File: config.mk
export PLATFORM = sky130hd
export DESIGN_NAME = fetch_responder
export DESIGN_NICKNAME = d
export VERILOG_FILES = /design/src/rtl/fetch_responder.sv
export SDC_FILE = /design/constraint.sdc
export NUM_CORES = 1
export LEC_CHECK = 0
export CORE_ASPECT_RATIO = 0.6
export CORE_UTILIZATION = 43
export DETAILED_ROUTE_END_ITERATION = 8
export GPL_TIMING_DRIVEN = 1
export HOLD_SLACK_MARGIN = 0.12
export MAX_ROUTING_LAYER = met4
export PLACE_DENSITY = 0.82
export SETUP_SLACK_MARGIN = 0.05
export SYNTH_ARGS = -nofsm -noshare
export SYNTH_HDL_FRONTEND = slang
export SYNTH_SLANG_ARGS = --single-unit
File: constraint.sdc
create_clock -name clk -period 1.7 [get_ports clk]
set_input_delay 0.34 -clock clk [delete_from_list [all_inputs] [get_ports clk]]
set_output_delay 0.34 -clock clk [all_outputs]
set_load 0.005 [all_outputs]
File: src/rtl/fetch_responder.sv
// Fetch responder: owns the program counter, issues instruction-memory reads
// with a timeout, and latches returned bytes into MDR and the instruction register.
module fetch_responder #(
  parameter int                 ADDR_W   = 16,
  parameter int                 TIMEOUT  = 15,
  parameter logic [ADDR_W-1:0]  RESET_PC = '0
) (
  input  logic              clk,
  input  logic              rst_n,
  input  logic              fetch_req,
  input  logic              pc_inc,
  input  logic              pc_load,
  input  logic [ADDR_W-1:0] pc_load_val,
  input  logic              ir_load,
  output logic              mem_rd_en,
  output logic [ADDR_W-1:0] mem_addr,
  input  logic [7:0]        mem_rd_data,
  input  logic              mem_rd_valid,
  output logic [7:0]        mdr,
  output logic [7:0]        dec_in,
  output logic              fetch_done,
  output logic              busy,
  output logic              bus_err,
  output logic [ADDR_W-1:0] pc
);

  typedef enum logic [1:0] {IDLE, ISSUE, WAIT} state_t;

  state_t            state_q, state_d;
  logic              pending_q, pending_d;
  logic [7:0]        cnt_q, cnt_d;
  logic [ADDR_W-1:0] addr_q, addr_d;
  logic [7:0]        mdr_q, mdr_d;
  logic              done_d;
  logic              err_d;

  always_comb begin
    // NOTE: every signal gets a default first so no path leaves it unassigned (no latches).
    state_d   = state_q;
    pending_d = pending_q;
    cnt_d     = cnt_q;
    addr_d    = addr_q;
    mdr_d     = mdr_q;
    done_d    = 1'b0;
    err_d     = bus_err;
    unique case (state_q)
      IDLE: begin
        if (fetch_req || pending_q) begin
          state_d   = ISSUE;
          pending_d = 1'b0;
          addr_d    = pc;
        end
      end
      ISSUE: begin
        state_d = WAIT;
        cnt_d   = '0;
        if (fetch_req) pending_d = 1'b1;
      end
      WAIT: begin
        if (mem_rd_valid) begin
          // Data on the final counted cycle still wins over the timeout.
          mdr_d  = mem_rd_data;
          done_d = 1'b1;
          if (pending_q || fetch_req) begin
            state_d   = ISSUE;
            pending_d = 1'b0;
            addr_d    = pc;
          end else begin
            state_d = IDLE;
          end
        end else if (cnt_q == 8'(TIMEOUT)) begin
          mdr_d   = 8'h00;
          err_d   = 1'b1;
          done_d  = 1'b1;
          state_d = IDLE;
          if (fetch_req) pending_d = 1'b1;
        end else begin
          cnt_d = cnt_q + 8'd1;
          if (fetch_req) pending_d = 1'b1;
        end
      end
      default: state_d = IDLE;
    endcase
  end

  // NOTE: non-blocking assignments make every register see pre-edge values, so
  // an ir_load coinciding with an MDR write copies the old MDR.
  always_ff @(posedge clk or negedge rst_n) begin
    if (!rst_n) begin
      state_q    <= IDLE;
      pending_q  <= 1'b0;
      cnt_q      <= '0;
      addr_q     <= '0;
      mdr_q      <= 8'h00;
      dec_in     <= 8'h00;
      fetch_done <= 1'b0;
      bus_err    <= 1'b0;
      pc         <= RESET_PC;
    end else begin
      state_q    <= state_d;
      pending_q  <= pending_d;
      cnt_q      <= cnt_d;
      addr_q     <= addr_d;
      mdr_q      <= mdr_d;
      fetch_done <= done_d;
      bus_err    <= err_d;
      if (ir_load) dec_in <= mdr_q;
      if (pc_load)     pc <= pc_load_val;
      else if (pc_inc) pc <= pc + ADDR_W'(1);
    end
  end

  assign mem_rd_en = (state_q == ISSUE);
  assign mem_addr  = addr_q;
  assign mdr       = mdr_q;
  assign busy      = (state_q != IDLE) || pending_q;

endmodule

==> metrics.yaml, run 1 <==
timing:
  final.hold.worst_slack_ns: 0.462
  clock.fmax_mhz: 612
  setup_tns_ns: 0
  rsz_0062_raised_after_global_routing: "yes"
  maxSlewHeadroom_pct: 70.7
  setup_viol_count_final: 0
  finalWorstPathRequiredPeriod_ns: 1.64
  slew_violations: 0
  post-route-period-util_pct: 96.2
  timing_hold_violations_final: 0
  timing.clock.skew_ns: 0.00316
  postLayoutSetupSlackWorst_ns: 0.0648
  worst-slew-pin-transition_ns: 0.440
clocking:
  cts-htree-levels: 3
  clock_sink_count: 61
  cts_max_path_buffers: 2
  clk_pin_slew_worst_paths_ns: 0.05
  clock_root_buffer: "sky130_fd_sc_hd__clkbuf_16"
  tritoncts: "yes"
  clkLatencyLatePin_ns: 0.32
  cts-buffers-inserted: 9
setup_path:
  crit-reg2reg-launch: "state_q[0]"
  endpoint_kind: "flop"
  start_kind: "input pin"
  crit_path_start: "pc_inc"
  timing.critical_path.arrival_ns: 1.84
  worstSetupPathType: "input pin to flop"
  critical_path_required_ns: 1.90
  path_max_fanout: 5
synth:
  synth-seq-area-share_pct: 52.1
  synth_largest_type_area_fraction_pct: 52.1
  synth.top_cells.by_area: "sky130_fd_sc_hd__dfrtp_1 52%, sky130_fd_sc_hd__mux2_2 5.8%, sky130_fd_sc_hd__mux2_4 5.1%"
  synth_enable_flop_cells: 0
  netlist-cell-type-count: 45
  syn-mean-instance-area_um2: 11.7
  synth_top_area_cell: "sky130_fd_sc_hd__dfrtp_1"
  number_of_register_bits_inferred_by_synthesis: 61
  yosys_warnings: 0
  synth_most_common_cell: "sky130_fd_sc_hd__dfrtp_1"
  postSynthNetCount: 289
  yosys_most_used_dff: "sky130_fd_sc_hd__dfrtp_1"
  asyncSetResetFlopFracSynth_pct: 100
  mappedNetlistArea_mm2: 0.00293
  ys_top_cells_by_count: "61 x sky130_fd_sc_hd__dfrtp_1, 26 x sky130_fd_sc_hd__nand2_1, 15 x sky130_fd_sc_hd__mux2_2"
  synthCells: 251
grt:
  pin_count_of_the_biggest_net_entering_global_routing: 29
  gr-total-overflow: 0
  grt_pass1_wl_mm: 12.8
  vias_in_the_first_global_route: 2496
  grt_antenna_before_repair: 0
  track_usage_pct: 25.0
power:
  clock_group_share_of_total_power_pct: 27.4
  vdd.ir_drop.worst_mv: 1.00
  cellPowerDensity_mw_per_mm2: 1510
  swShare_pct: 28.3
  power_switching_mw: 2.00
  p_int_mw: 5.05
  fin_total_pwr_mw: 7.05
  power_leakage_nw: 2.05
  combinationalPowerShare_pct: 40.8
  share_seq_of_total_power_pct: 31.9
routing:
  detailroute.via_count: 2527
  wire_length_per_cell_um: 17.2
  antenna_left: 0
  drt_first_iter_violations: 141
  drc_errors: 0
  route.detailed.vias_per_inst: 5.33
  detail_route.wirelength_mm: 8.15
  drtPass1Iterations: 4
hold_path:
  hold_path_startpoint: "bus_err"
  hold_class: "flop to flop"
floorplanning:
  io_pins: 83
  die_y_um: 65.9
  die-area_mm2: 0.00716
  initial_utilization_pct: 46.3
  placement_rows: 22
  placeableCoreArea_mm2: 0.00633
  dieWidth_um: 109
place:
  number_of_cells_after_detailed_placement: 443
  placement.setup.worst_slack_ns: -0.205
  gpl.final_weighted_congestion: 0.874
  placement.io_buffers: 82
  detailed_place_hpwl_mm: 5.64
  dpl-instance-area_mm2: 0.00409
outcome:
  outcome: "finished clean"
final_layout:
  fin_nets: 424
  layout.cells.non_filler: 474
  final_core_util_pct: 73.7
  layout-area-overhead-vs-synth_pct: 59.2
  number_of_diodes: 0
  final_cell_area_mm2: 0.00466
  proportion_of_layout_cells_with_a_drive_suffix_above_1_pct: 30.5
job:
  max_cap_violations: 0
==> critical path, cell delays in order <==
cell,delay (ns)
sky130_fd_sc_hd__clkdlybuf4s50_1,0.53
sky130_fd_sc_hd__nand4_1,0.28
sky130_fd_sc_hd__nor4_2,0.28
sky130_fd_sc_hd__xor2_1,0.13
sky130_fd_sc_hd__mux2_2,0.27
==> flip-flops by register name, summed over array words and instances (netlist names) <==
name / flops
mem_addr: 16
pc: 16
cnt_q: 8
dec_in: 8
mdr: 8
state_q: 2
bus_err: 1
fetch_done: 1
pending_q: 1
==> power groups by stage <==
stage	Combinational [mW]	Clock, mW	Sequential [mW]
after floorplan	1.17	0	2.26
after global placement	2.60	0	2.22
after detailed placement	2.68	0	2.24
after CTS	2.82	1.96	2.23
after global routing	3.09	2.02	2.31
final	2.87	1.93	2.24
==> path summary, 6_finish.rpt <==
check                              endpoint  slack (ns)  depth (start not counted)
worst min-delay path                bus_err        0.46                          1
min in group asynchronous            mdr[2]        0.51                          2
worst max-delay path                 pc[13]        0.06                          5
worst max register to register  mem_addr[4]        0.07                          7
worst min register to register      bus_err        0.46                          1
max in group asynchronous            pc[12]        0.67                          3
==> metal layers <==
metal	wire, um	vias up	share of wire (%)	track usage (%)
met5	0	-	0	-
met4	53	0	0.65	7.09
met3	445	4	5.5	5.91
met2	3750	94	46	39.0
met1	3900	1261	48	32.8
li1	-	1168	-	-
==> layout by cell type, fill, tap and decap left out, drive strengths merged, types with 3 or more instances in the layout <==
cell type,n
mux2i,3
nand4,8
buf,51
nor4,4
nor2,7
nand2,26
inv,14
xor2,6
nor2b,4
o22ai,3
a22o,8
nand3,5
o221ai,3
xnor2,8
a21oi,8
dfrtp,61
clkdlybuf4s50,72
mux2,27
o21ai,16
clkbuf,13
ha,7
nor3,6
dlymetal6s2s,5
==> what timing repair did <==
item | in CTS | in global routing
buffers inserted | 7 | 9
hold endpoints to repair | 15 | 0
hold buffers | 1 | 0
setup endpoints to repair | 37 | 35
gates cloned | 0 | 0
pin swaps | 3 | 7
resized for setup | 19 | 26
==> final cells by class <==
type	instances	area, um2
Clock inverter	4	72.6
Sequential cell	61	1530
Multi-Input combinational cell	167	1410
Tap cell	84	105
Inverter	14	52.6
Clock buffer	11	243
Timing Repair Buffer	133	1250
Fill cell	447	1670
==> cells by family after synthesis <==
family          Yosys count  synth area share (%)
mux                      30                  12.7
fa+ha+maj                 7                  2.99
flops                    61                  52.1
xor+xnor                 14                  4.19
buf+inv                  23                  3.72
compound gates           45                  10.6
simple gates             71                  13.8
Note: power is estimated with default switching activity, not from simulation.
==> run 2: changes to the inputs <==
--- a/config.mk
+++ b/config.mk
@@ -7,6 +7,7 @@
 export LEC_CHECK = 0
 export CORE_ASPECT_RATIO = 0.6
 export CORE_UTILIZATION = 43
+export CTS_CLUSTER_SIZE = 14
 export DETAILED_ROUTE_END_ITERATION = 8
 export GPL_TIMING_DRIVEN = 1
 export HOLD_SLACK_MARGIN = 0.12
==> results of run 2 <==
Same layout as run 1: the final DEF is identical, and so are final timing and power.
